### src/rtl/mig_cmd_sched.sv
// mig_cmd_sched: pops read/write requests from a queue and issues them to a MIG app port,
// limiting reads in flight. Latency: 3 cycles per read (IDLE, RCMD, POP), 4+ cycles per write.
// Backpressure: holds app_en / app_wdf_wren until app_rdy / app_wdf_rdy; stalls reads at MAXRD in flight.
//
// Ports:
//   clk, rst                      clock and synchronous active-high reset
//   init_calib_complete           gates new command starts only
//   rqempty, qraddr, rd_bwt       request queue head; rnext pops it (one-cycle pulse in POP)
//   wdata, wdata_pop              write-data buffer head and its consume pulse
//   app_*                         MIG app command, write-data and read-data channels
//   rdata, rdata_valid            read data registered by one cycle
//   rd_outstanding, rd_err, busy  reads in flight, sticky underflow flag, FSM not idle
module mig_cmd_sched #(
  parameter int AW    = 28,
  parameter int DW    = 128,
  parameter int MAXRD = 4
) (
  input  logic            clk,
  input  logic            rst,
  input  logic            init_calib_complete,
  input  logic            rqempty,
  input  logic [31:0]     qraddr,
  input  logic            rd_bwt,
  output logic            rnext,
  input  logic [DW-1:0]   wdata,
  output logic            wdata_pop,
  output logic [AW-1:0]   app_addr,
  output logic [2:0]      app_cmd,
  output logic            app_en,
  input  logic            app_rdy,
  output logic [DW-1:0]   app_wdf_data,
  output logic            app_wdf_wren,
  output logic            app_wdf_end,
  output logic [DW/8-1:0] app_wdf_mask,
  input  logic            app_wdf_rdy,
  input  logic [DW-1:0]   app_rd_data,
  input  logic            app_rd_data_valid,
  input  logic            app_rd_data_end,
  output logic [DW-1:0]   rdata,
  output logic            rdata_valid,
  output logic [2:0]      rd_outstanding,
  output logic            rd_err,
  output logic            busy
);

  typedef enum logic [2:0] {
    S_IDLE,
    S_RCMD,
    S_WDAT,
    S_WCMD,
    S_POP
  } state_t;

  localparam logic [2:0] LP_CMD_RD = 3'b001;
  localparam logic [2:0] LP_CMD_WR = 3'b000;
  localparam logic [2:0] LP_MAXRD  = 3'(MAXRD);

  state_t          r_state;
  logic            r_app_en;
  logic [2:0]      r_app_cmd;
  logic [AW-1:0]   r_app_addr;
  logic            r_wdf_wren;
  logic            r_wdf_end;
  logic            r_rnext;
  logic            r_wdata_pop;
  logic            r_busy;
  logic [DW-1:0]   r_rdata;
  logic            r_rdata_valid;
  logic [2:0]      r_rd_out;
  logic            r_rd_err;

  logic            w_rd_acc;
  logic            w_rd_done;
  logic            w_rd_room;
  logic            w_unused_qraddr;

  assign w_rd_acc  = (r_state == S_RCMD) && r_app_en && app_rdy;
  assign w_rd_done = app_rd_data_valid && app_rd_data_end;
  assign w_rd_room = (r_rd_out < LP_MAXRD);
  // Address bits above AW are not used by the MIG.
  assign w_unused_qraddr = ^qraddr;

  // Command FSM; every output it drives is registered.
  always_ff @(posedge clk) begin
    if (rst) begin
      r_state     <= S_IDLE;
      r_app_en    <= 1'b0;
      r_app_cmd   <= 3'b000;
      r_app_addr  <= '0;
      r_wdf_wren  <= 1'b0;
      r_wdf_end   <= 1'b0;
      r_rnext     <= 1'b0;
      r_wdata_pop <= 1'b0;
      r_busy      <= 1'b0;
    end else begin
      r_rnext     <= 1'b0;
      r_wdata_pop <= 1'b0;
      case (r_state)
        S_IDLE: begin
          if (init_calib_complete && !rqempty) begin
            r_app_addr <= qraddr[AW-1:0];
            if (rd_bwt) begin
              // With MAXRD reads in flight the head stays put until data returns.
              if (w_rd_room) begin
                r_state   <= S_RCMD;
                r_app_en  <= 1'b1;
                r_app_cmd <= LP_CMD_RD;
                r_busy    <= 1'b1;
              end
            end else begin
              r_state    <= S_WDAT;
              r_wdf_wren <= 1'b1;
              r_wdf_end  <= 1'b1;
              r_busy     <= 1'b1;
            end
          end
        end
        S_RCMD: begin
          if (app_rdy) begin
            r_app_en <= 1'b0;
            r_rnext  <= 1'b1;
            r_state  <= S_POP;
          end
        end
        S_WDAT: begin
          // Data goes first so the MIG never sees a write command without its data.
          if (app_wdf_rdy) begin
            r_wdf_wren  <= 1'b0;
            r_wdf_end   <= 1'b0;
            r_wdata_pop <= 1'b1;
            r_app_en    <= 1'b1;
            r_app_cmd   <= LP_CMD_WR;
            r_state     <= S_WCMD;
          end
        end
        S_WCMD: begin
          if (app_rdy) begin
            r_app_en <= 1'b0;
            r_rnext  <= 1'b1;
            r_state  <= S_POP;
          end
        end
        S_POP: begin
          // rnext is high for this cycle only; the next head is sampled in IDLE.
          r_state <= S_IDLE;
          r_busy  <= 1'b0;
        end
        default: begin
          r_state <= S_IDLE;
          r_busy  <= 1'b0;
        end
      endcase
    end
  end

  // Reads in flight: an accept and a return in the same cycle cancel out.
  always_ff @(posedge clk) begin
    if (rst) begin
      r_rd_out <= 3'd0;
      r_rd_err <= 1'b0;
    end else begin
      if (w_rd_acc && !w_rd_done) begin
        r_rd_out <= r_rd_out + 3'd1;
      end else if (!w_rd_acc && w_rd_done) begin
        if (r_rd_out == 3'd0) begin
          r_rd_err <= 1'b1;
        end else begin
          r_rd_out <= r_rd_out - 3'd1;
        end
      end
    end
  end

  // Read data pipeline; data register only loads on a valid beat.
  always_ff @(posedge clk) begin
    if (rst) begin
      r_rdata       <= '0;
      r_rdata_valid <= 1'b0;
    end else begin
      r_rdata_valid <= app_rd_data_valid;
      if (app_rd_data_valid) begin
        r_rdata <= app_rd_data;
      end
    end
  end

  assign rnext          = r_rnext;
  assign wdata_pop      = r_wdata_pop;
  assign app_addr       = r_app_addr;
  assign app_cmd        = r_app_cmd;
  assign app_en         = r_app_en;
  assign app_wdf_data   = wdata;
  assign app_wdf_wren   = r_wdf_wren;
  assign app_wdf_end    = r_wdf_end;
  assign app_wdf_mask   = '0;
  assign rdata          = r_rdata;
  assign rdata_valid    = r_rdata_valid;
  assign rd_outstanding = r_rd_out;
  assign rd_err         = r_rd_err;
  assign busy           = r_busy;

endmodule

### config.mk
export PLATFORM = sky130hd
export DESIGN_NAME = mig_cmd_sched
export DESIGN_NICKNAME = d
export VERILOG_FILES = /design/src/rtl/mig_cmd_sched.sv
export SDC_FILE = /design/constraint.sdc
export NUM_CORES = 1
export LEC_CHECK = 0
export ABC_AREA = 1
export BUFFER_PORTS_ARGS = -buffer_cell sky130_fd_sc_hd__clkbuf_2
export CORE_AREA = 8 8 232 234
export DETAILED_ROUTE_END_ITERATION = 10
export DIE_AREA = 0 0 240 242
export PLACE_DENSITY = 0.35
export SYNTH_ARGS = -nofsm -noshare
export SYNTH_HDL_FRONTEND = slang
export SYNTH_SLANG_ARGS = --single-unit
### constraint.sdc
create_clock -name clk -period 5.4 [get_ports clk]
set_input_delay 0.81 -clock clk [delete_from_list [all_inputs] [get_ports clk]]
set_output_delay 0.81 -clock clk [all_outputs]
set_load 0.01 [all_outputs]
======== Yosys cells after proc, flatten, opt, wreduce, memory -nomap -nowiden ========
Index checks and enable logic that the tools add are counted.
W data, S select, Z words.
operators by class
  bitwise gates (word level) .............. 4
  magnitude comparators ................... 1
  add/subtract/negate cells ............... 2
  reductions and logical operators ........ 26
  eq/ne operators ......................... 11
  multiplexer cells ....................... 28
operators with widths
  cell                   count
  $mux W3                11
  $mux W1                12
  $ne A2 B2 Y1 const B   6
  $pmux W3 S3            1
  $reduce_and A4 Y1      2
  $eq A3 B2 Y1 const B   2
  $logic_and A1 B1 Y1    6
  $logic_not A3 Y1       2
  $pmux W3 S2            1
  $reduce_and A3 Y1      2
  $reduce_and A6 Y1      1
  $reduce_or A2 Y1       3
  $reduce_and A5 Y1      1
  $not A1 Y1             4
  $pmux W1 S2            2
  $reduce_and A2 Y1      2
  $reduce_bool A2 Y1     2
  $add A3 B1 Y3 const B  1
  $eq A3 B1 Y1 const B   1
  $logic_not A1 Y1       3
  $lt A3 B3 Y1 const B   1
  $ne A3 B3 Y1 const B   1
  $pmux W1 S3            1
  $reduce_bool A3 Y1     1
  other kinds (3)        3
word-level totals
  output and inout bits ................... 314
  register bits after elaboration ......... 172
  word-level logic and storage cells ...... 84
  input port bits ......................... 297

======== Logic depth before layout (Yosys ltp) ========
  depth after elaboration ................. 7
  gate-level depth with buffers ........... 12
  depth with buffers taken out ............ 12

======== Worst setup path after synthesis ========
OpenSTA, ideal clock, no wires.
  path kind ............................... input-to-reg
  start point ............................. input app_rd_data_valid
  end point ............................... register r_rd_out[2], in the netlist rd_outstanding[2]
  path slack .............................. 2.997 ns
  cell stages on the path ................. 11
  buffers on the path ..................... 3
  library setup time ...................... 0.113 ns
  arrival ................................. 2.291 ns
  required time ........................... 5.287 ns
  path through ............................ buf_2 > clkbuf_2 > buf_2 > nand2_1 > ha_1 > inv_1 > fa_1 > xnor2_1 > nand3_1 > nor2_1 > nor2_1
on the way
  word-level cells in the longest chain between the ends .. 5
RTL lines
  what                                                                 RTL line  text
  from (decl)                                                          37        input logic app_rd_data_valid,
  $logic_and A1 B1 Y1 (*)                                              78        assign w_rd_done = app_rd_data_valid && app_rd_data_end;
  $logic_not A1 Y1                                                     162       if (w_rd_acc && !w_rd_done) begin
  $logic_and A1 B1 Y1                                                  162
  $ne A2 B2 Y1 (no line) / $reduce_bool A2 Y1 (equally long branches)  n/a
  $reduce_and A2 Y1 (no line)                                          n/a
  to (signal assigned)                                                 163       r_rd_out <= r_rd_out + 3'd1;
  to (signal assigned)                                                 168       r_rd_out <= r_rd_out - 3'd1;
  to (decl)                                                            69        logic [2:0] r_rd_out;
Every way passes the cells marked *; elsewhere a longest branch is shown, timed or not.
A chain may end at the register's enable or synchronous reset.

======== Worst setup path in the final report ========
  start point ............................. register r_state[0]
  end point ............................... register r_rd_out[2], in the netlist rd_outstanding[2]
on the way
  word-level cells in the longest chain between the ends .. 7
RTL lines
  what                                   RTL line  text
  from (decl)                            58        state_t r_state;
  from (signal assigned)                 86        r_state <= S_IDLE;
  from (signal assigned)                 105       r_state <= S_RCMD;
  from (signal assigned)                 111       r_state <= S_WDAT;
  $eq A3 B1 Y1 (*)                       77        assign w_rd_acc = (r_state == S_RCMD) && r_app_en && app_rdy;
  $logic_and A1 B1 Y1 (*) (2 in series)  77
  $logic_not A1 Y1                       164       end else if (!w_rd_acc && w_rd_done) begin
  $logic_and A1 B1 Y1                    164
  $reduce_bool A2 Y1 (no line)           n/a
  $reduce_and A2 Y1 (no line)            n/a
Marks and branches as above.

==> reports/metrics.cfg <==
[status]
status = complete, no violations

[sta]
setup_viol = 0
min_period_ns = 2.22
worstMarginPinSlew_ns = 0.869
fin_skew_ns = 0.0151
rsz0062_at_grt = no
final.setup.tns_ns = 0
finalHoldViolCount = 0
relSlewSlack_pct = 42.1
slew_violations = 0
clock.fmax_mhz = 451
period_share_pct = 41.1

[grt]
grt_pass1_wl_um = 41800
antenna_found_initial = 0
grt_pass1_vias = 6420
grt_max_degree = 108
grt.overflow.total = 0
grt_usage_pct = 9.65

[route]
drc = 0
postRouteAntennaNets = 0
highest_layer = met5
route.vias.total = 6363
drt-initial-drc-count = 195
wl_met2_um = 12500
routed_wl_um = 29100
vias_per_cell = 3.55
met1_length_um = 10900
routedWlPerCell_um = 16.2
wl_met3_um = 3880
dr.pass1.iters = 4

[die]
io_pins = 611
fp.dieArea_um2 = 58100
die_w_um = 240
fp-row-count = 83
dieHeight_um = 242
start_util_pct = 14.2
coreArea_um2 = 50500

[worst_hold_path]
whs_path_depth = 2
min_to = rd_err
min_from = rd_err
hp-class = flip-flop to flip-flop

[finish]
final_common_cell = clkbuf_2
final_nets = 1401
area_growth_pct = 25.7
fillCellCount = 5890
final_cell_mix = clkbuf_2, nor2_1, dfxtp_1, o21ai_0, nand2_1
n_antenna_cell = 0
final_core_util_pct = 17.9
drive_gt1_share_pct = 34.6

[clock_tree]
clk-insertion-delay-late_ns = 0.47
cts-resized-gates = 0
cts_tree = yes
clkTransAtPathRegs_ns = 0.07
cts_buffers = 17
cts_setup_buffers = 0
cts-hold-fix-buffers = 0
clockBufferDepth = 2
root_buffer = clkbuf_16
ctsHtreeMaxLevel = 4
clock-sinks = 170

[logic_synthesis]
async_flop_share_pct = 0
synth_area_um2 = 7170
avgSynthCellArea_um2 = 7.73
synth-edff-count = 0
ys_ff_latch = 170
yosysUniqueCellTypes = 23
ys_warn_count = 0
yosysSeqAreaShare_pct = 47.5
synth-main-ff-cell = dfxtp_1
syn_inst = 928

[critical_path]
timing.rr.start = r_state[0]
cp-startpoint = r_state[0]
cp.required_ns = 5.81
critPathArrivalTime_ns = 2.63
crit_fanout = 4
path_class = flip-flop to flip-flop
ff2ff_path_depth = 12
cp-end-kind = flip-flop
start_kind = flip-flop
rrSetupSlack_ns = 3.18
r2r-end = rd_outstanding[2]

[pwr]
leakagePower_nw = 4.32
power_mw = 3.27
vdd_ir_drop_max_uv = 195
power_density_nw_per_um2 = 363

[placement]
io_buffers = 332
dp_hpwl_um = 21700
gp_congestion = 0.747

[job]
drv_cap = 0

flip-flops by register name, indices dropped and copies added, names as in the netlist:
name,count
rdata,128
app_addr,28
r_state,3
rd_outstanding,3
app_cmd,1
app_en,1
app_wdf_end,1
busy,1
rd_err,1
rdata_valid,1
rnext,1
wdata_pop,1
layer usage:
metal	vias to the layer above	track usage, %
li1	3113	-
met1	2813	9.97
met2	340	14.4
met3	95	5.61
met4	2	6.92
met5	-	0.519
kinds of logic (layout without fill, tap and decap cells):
logic type	after synthesis	count (layout)	synth area share [%]
AND/OR/NAND/NOR	362	362	19.8
buffers and inverters	222	391	20.1
flip-flops	170	170	47.5
AO/OA/AOI/OAI	169	169	11.8
adder cells (fa/ha/maj)	3	3	0.628
other	1	18	0.0523
XOR/XNOR	1	1	0.122
synth_stat cells, types with 2 or more instances:
cell	n	area share, %
buf_2	27	1.9
nor2_2	10	0.87
nand2_1	22	1.2
nor2_1	315	16
inv_1	20	1.0
buf_4	148	15
o21ai_0	160	11
nor2_4	2	0.31
clkbuf_1	19	0.99
dfxtp_1	170	47
a21oi_1	9	0.63
inv_2	3	0.16
nand3_1	8	0.56
nand4_1	3	0.26
clkbuf_2	3	0.21
ha_1	2	0.35
worst max path at each step:
stage,end
2_1_floorplan,rd_outstanding[2]
3_3_place_gp,app_addr[24]
3_5_place_dp,app_addr[21]
4_1_cts,rd_outstanding[2]
5_1_grt,rd_outstanding[2]
6_report,rd_outstanding[2]
cell type report:
class / instances / area (um^2) / share of cell area, %
inverters: 23 / 91.3 / 1.01
clock buffers: 17 / 425 / 4.72
repair buffers: 336 / 1720 / 19.1
well taps: 680 / 851 / 9.44
flip-flops and latches: 170 / 3400 / 37.8
clock inverters: 15 / 138 / 1.53
multi-input cells: 553 / 2390 / 26.5
per-stage QoR:
step	worst slack (ns)	hold WS, ns	area [um^2]	std cells
3_3_place_gp	2.67	0.449	8450	1762
2_1_floorplan	3.00	0.474	7240	945
6_report	3.18	0.456	9010	1794
5_1_grt	2.91	0.473	9010	1794
3_5_place_dp	2.70	0.449	8450	1762
4_1_cts	3.17	0.460	9010	1794
critical path, cell delays in order, from the launching register on:
cell	delay, ns
dfxtp_1	0.40
inv_1	0.07
nor2_1	0.12
nand2_1	0.13
nor3_1	0.28
ha_1	0.25
inv_1	0.07
fa_1	0.38
xnor2_1	0.16
nand3_1	0.11
nand2_1	0.07
nand2_1	0.04
nor2_1	0.10
report_power, final:
part | switching (mW) | internal, mW | total (mW)
logic | 0.376 | 0.222 | 0.598
registers | 0.0691 | 1.38 | 1.45
clock network | 0.582 | 0.642 | 1.22
No activity file was read; power rests on OpenSTA's default activity.
